<file path="src/rtl/threshold_detector.sv">
`timescale 1ns/1ps
`default_nettype none
// +--------------------------------------------------------------------------+
// | threshold_detector                                                       |
// | Counts ones across NBITS inputs and asserts `out` after HOLD consecutive |
// | valid samples reach THRESH. Optional sticky alarm is built only when     |
// | THRESHOLD_DETECTOR_STICKY_EN is defined.                                 |
// | Revision: 1.0                                                            |
// +--------------------------------------------------------------------------+
module threshold_detector #(
  parameter int NBITS  = 3,
  parameter int THRESH = 2,
  parameter int HOLD   = 1,
  localparam int CW = ($clog2(NBITS + 1) < 1) ? 1 : $clog2(NBITS + 1),
  localparam int RW = ($clog2(HOLD + 1) < 1) ? 1 : $clog2(HOLD + 1)
) (
  input  logic          clk,
  input  logic          rst,
  input  logic          in_val,
  input  logic [NBITS-1:0] in,
  input  logic          clr,
  output logic          out,
  output logic [CW-1:0] count,
  output logic          alarm
);

  // Illegal parameter combinations are reported at elaboration
  if (NBITS < 1) begin : g_chk_nbits
    $error("threshold_detector: NBITS must be >= 1");
  end
  if (THRESH < 1 || THRESH > NBITS) begin : g_chk_thresh
    $error("threshold_detector: THRESH must be in 1..NBITS");
  end
  if (HOLD < 1) begin : g_chk_hold
    $error("threshold_detector: HOLD must be >= 1");
  end

  localparam logic [1:0] ST_IDLE   = 2'd0;
  localparam logic [1:0] ST_ARMING = 2'd1;
  localparam logic [1:0] ST_DETECT = 2'd2;

  localparam logic [RW-1:0] RUN_HOLD   = RW'(HOLD);
  localparam logic [CW-1:0] THRESH_CNT = CW'(THRESH);

  logic [CW-1:0] pop;
  logic          hit;
  logic [RW-1:0] run;
  logic [RW-1:0] run_next;
  logic [1:0]    state;
  logic          out_next;

  always_comb begin
    pop = '0;
    for (int i = 0; i < NBITS; i++) begin
      pop = pop + CW'(in[i]);
    end
  end

  assign hit = (pop >= THRESH_CNT);

  // Run-counter states are a decode of the counter, not separate flops
  always_comb begin
    if (run == '0) begin
      state = ST_IDLE;
    end else if (run == RUN_HOLD) begin
      state = ST_DETECT;
    end else begin
      state = ST_ARMING;
    end
  end

  always_comb begin
    run_next = run;
    case (state)
      ST_IDLE,
      ST_ARMING: run_next = hit ? (run + 1'b1) : '0;
      ST_DETECT: run_next = hit ? run : '0;
      default:   run_next = '0;
    endcase
  end

  assign out_next = in_val ? (run_next == RUN_HOLD) : out;

  always_ff @(posedge clk) begin
    if (rst) begin
      run   <= '0;
      count <= '0;
      out   <= 1'b0;
    end else if (in_val) begin
      run   <= run_next;
      count <= pop;
      out   <= out_next;
    end
  end

`ifdef THRESHOLD_DETECTOR_STICKY_EN
  // A set in the same cycle as clr takes precedence
  always_ff @(posedge clk) begin
    if (rst) begin
      alarm <= 1'b0;
    end else if (out_next) begin
      alarm <= 1'b1;
    end else if (clr) begin
      alarm <= 1'b0;
    end
  end
`else
  logic clr_unused;
  assign clr_unused = clr;
  assign alarm      = 1'b0;
`endif

endmodule
`default_nettype wire
</file>
<file path="config.mk">
export PLATFORM = sky130hd
export DESIGN_NAME = threshold_detector
export DESIGN_NICKNAME = d
export VERILOG_FILES = /design/src/rtl/threshold_detector.sv
export SDC_FILE = /design/constraint.sdc
export NUM_CORES = 1
export LEC_CHECK = 0
export CAP_MARGIN = 20
export CORE_AREA = 2 2 39 41
export DETAILED_ROUTE_END_ITERATION = 12
export DIE_AREA = 0 0 41 43
export HOLD_SLACK_MARGIN = 0.1
export PLACE_DENSITY_LB_ADDON = 0.1
export SYNTH_ARGS = -nofsm -noshare
export SYNTH_HDL_FRONTEND = slang
export SYNTH_SLANG_ARGS = --single-unit
</file>
<file path="constraint.sdc">
create_clock -name clk -period 1.1 [get_ports clk]
set_input_delay 0.165 -clock clk [delete_from_list [all_inputs] [get_ports clk]]
set_output_delay 0.165 -clock clk [all_outputs]
set_load 0.02 [all_outputs]
</file>
# Word-level counts from Yosys, hierarchy flattened
# Index checks and enable logic that the tools add are counted.
# totals
input_bits,7
word_cells,16
register_bits,3
# classes
mux,4
eq_ne,3
magnitude_cmp,1
add_sub_neg,3
n_reduce_logical,3
# op_table
operator,n
adder 1 x 1 -> 2 bit,1
adder 2 x 1 -> 2 bit,1
== test 2 x 1 -> 1 bit (second input constant),1
== test 2 bit (second input constant),1
>= comparator 2 bit (second input constant),1
logical NOT 2 bit,1
two-way mux 1 bit,2
two-way mux 2 bit,1
!= test 2 bit (second input constant),1
case mux 1 bit (2 select lines),1
AND reduction 2 bit,1
OR reduction 2 bit,1
adder 1 bit (second input constant),1

# Longest topological paths before layout
# depth
ltp_word,5
ltp_mapped,4

# Worst setup path after synthesis
# OpenSTA, ideal clock, no wires.
# synth_path
path_kind,input to register
start,input port in[0]
end,register count[1]
stages,4
slack_ps,145
t_required_ps,1042
setup_time_ps,58
arrival_ps,897
path_cell_list,inv_1 fa_1 a21oi_1 o21a_1
# synth_via
elab_chain_cells,2
# synth_lines
item,line_no,rtl
start: declaration,20,"input logic [NBITS-1:0] in,"
adder 1 x 1 -> 2 bit,55,pop = pop + CW'(in[i]);
adder 2 x 1 -> 2 bit,55,
end signal: assignment,91,count <= pop;
end: declaration,23,"output logic [CW-1:0] count,"
# No other way between the ends.
# A chain may end at the register's enable or synchronous reset.

# Worst setup path after layout
# layout_path
start,register count[0]
end,output port count[0]
# No word-level cell between the ends.

==> impl_metrics.toml <==
[worst_setup_path]
rr_startpoint = "count[0]$_SDFFE_PP0P_"
cp_slowest_cell = "dlygate4sd2_1"
crit_chain = "dlygate4sd2_1"
reg2reg_depth = 2
cpLargestDelayFamily = "buffers and inverters"
crit_fanout = 2
critPathKind = "flip-flop to output pin"
path_buf_inv = 1
ff2ff_setup_slack_ns = 0.52
critPathLaunchType = "flip-flop"
worst_ep_arrival_time_ns = 0.88
timing.rr.end = "count[0]$_SDFFE_PP0P_"
max_stage_delay_ns = 0.33
crit_required_ns = 0.94
endpoint_kind = "output pin"

[placed_design]
gp_congestion = 0.548
portBuffers = 8
place_area_um2 = 226
post-dp-hpwl_um = 272
preCtsSetupSlack_ns = -0.404

[sta]
fin_crit_sh = 0.948
drv_slew = 0
final.setup_skew_ns = 0
layout_setup_ws_ns = 0.0567
grt_setup_unrepaired = "no"
timing.fmax_mhz = 958
tns_ns = 0
min_period_ns = 1.04
setup_viol = 0
finalHoldViolCount = 0

[floorplanning]
coreArea_um2 = 1380
start_util = 0.0967
die_h_um = 43
die-width_um = 41
num_rows = 14
dieArea_um2 = 1760
io_pins = 11

[clock_network]
hold_buffers = 0
numCtsBuffers = 3
path_clk_slew_ns = 0.04
post-cts-setup-buffers = 0
clock_latency_ns = 0.23
cts_sinks = 3
cts_tree = "built"
cts_max_level = 1
root_buffer = "clkbuf_4"
cts_buffer_depth = 2

[route]
drc = 0
drt-total-wl_um = 347
num_vias = 133
drt-initial-drc-count = 0
antenna_left = 0
vias_per_cell = 3.24
dr.pass1.iters = 1
wl_per_cell_um = 8.46

[power_and_ir_drop]
comb_power_share = 0.171
internal_power_uw = 286
power.leakage_uw = 0.000116
p_seq_frac = 0.322
p_sw_frac = 0.248
power_uw = 380
switchingPower_uw = 94.3
p_per_area_nw_per_um2 = 1500
clkPwrFrac = 0.508
vdd_ir_drop_max_v = 0.000573

[hold_path]
worstHoldPathCells = 1
worstHoldEndpoint = "run$_SDFFE_PP0P_"
hp-start = "run$_SDFFE_PP0P_"
hp-class = "flip-flop to flip-flop"

[grt]
grt_usage = 0.0561
gr-total-overflow = 0
grt_max_degree = 6
antenna_found_initial = 0
grt_pass1_vias = 139
grt_first_pass_wirelength_um = 545

[final_layout]
diodes = 0
fill_cells = 165
stdcell_area_um2 = 253
utilization = 0.183
areaGrowthSynthToFinish_pct = 88.8
most-common-layout-cells = "dlygate4sd2_1, inv_1, clkbuf_4, dfxtp_1"
nets = 34
final_common_cell = "dlygate4sd2_1"
drive_above_1_share = 0.160

[logic_synthesis]
synth_area_um2 = 134
synth_cell_types = 9
synth_top_area_share = 0.449
syn_avg_cell_area_um2 = 9.56
synth_top_area_cell = "dfxtp_1"
ys_seq_elements = 3
seq_area_frac_synth = 0.449
synth_fp_nets = 22
synth_area_leaders = "dfxtp_1, fa_1, o21a_1"
synth_cells = 14
ys.warnings.count = 0

[run]
drv_cap = 0

[outcome]
status = "complete, no violations"
synthesized netlist by cell type, drive strengths merged:
library cell,number
buf,1
a21oi,1
inv,3
fa,1
conb,1
nor2,1
dfxtp,3
a211oi,1
o21a,2
worst max-delay path by stage:
stage,startpoint,endpoint,slack (ns),cells after the start
3_5_place_dp,in[0],run$_SDFFE_PP0P_,-0.40,5
4_1_cts,run$_SDFFE_PP0P_,out,0.03,1
2_1_floorplan,in[0],count[1]$_SDFFE_PP0P_,0.15,4
3_3_place_gp,in[0],count[1]$_SDFFE_PP0P_,-0.38,5
5_1_grt,count[0]$_SDFFE_PP0P_,count[0],0.006,1
6_report,count[0]$_SDFFE_PP0P_,count[0],0.06,1
state kept, by name (all words and copies together), names as in the netlist:
signal and cells:
count 2, run 1
cells by family after synthesis:
| group | count (synthesis) | share of synthesized area |
|---|---|---|
| compound gates | 4 | 0.206 |
| fa+ha+maj | 1 | 0.150 |
| simple gates | 1 | 0.0280 |
| flops | 3 | 0.449 |
| buf+inv | 4 | 0.140 |
| other cells | 1 | 0.0280 |
layer usage:
layer | up-vias | global-route usage | routed length [um]
met5 | - | 0 | 0
met4 | 0 | 0.0400 | 0
met3 | 0 | 0.0838 | 67
met2 | 11 | 0.0500 | 124
met1 | 60 | 0.0575 | 154
li1 | 62 | - | -
final cells by class:
class                           instances  area (um^2)  share of cell area
Timing Repair Buffer                    8         75.1               0.297
Sequential cell                         3         60.1               0.238
Multi-Input combinational cell          7         60.1               0.238
Clock buffer                            4         26.3               0.104
Tap cell                               16         20.0              0.0792
Inverter                                3         11.3              0.0446
timing repair:
action | CTS | global route
gates resized for setup | 7 | 2
pin swaps | 2 | 0
setup endpoints to repair | 6 | 2
through the flow:
step	instances	hold slack (ns)
final	41	0.456
after CTS	41	0.460
after global routing	41	0.488
after detailed placement	37	0.451
after floorplan	14	0.243
after global placement	37	0.453
power by group through the flow:
stage          combinational [uW]  sequential, uW  clock (uW)
5_1_grt                      72.8             124         216
3_5_place_dp                 70.9             124           0
6_report                     64.9             122         193
3_3_place_gp                 71.7             124           0
4_1_cts                      65.5             122         204
2_1_floorplan                21.6             135           0
Power figures use the tool's default switching activity.
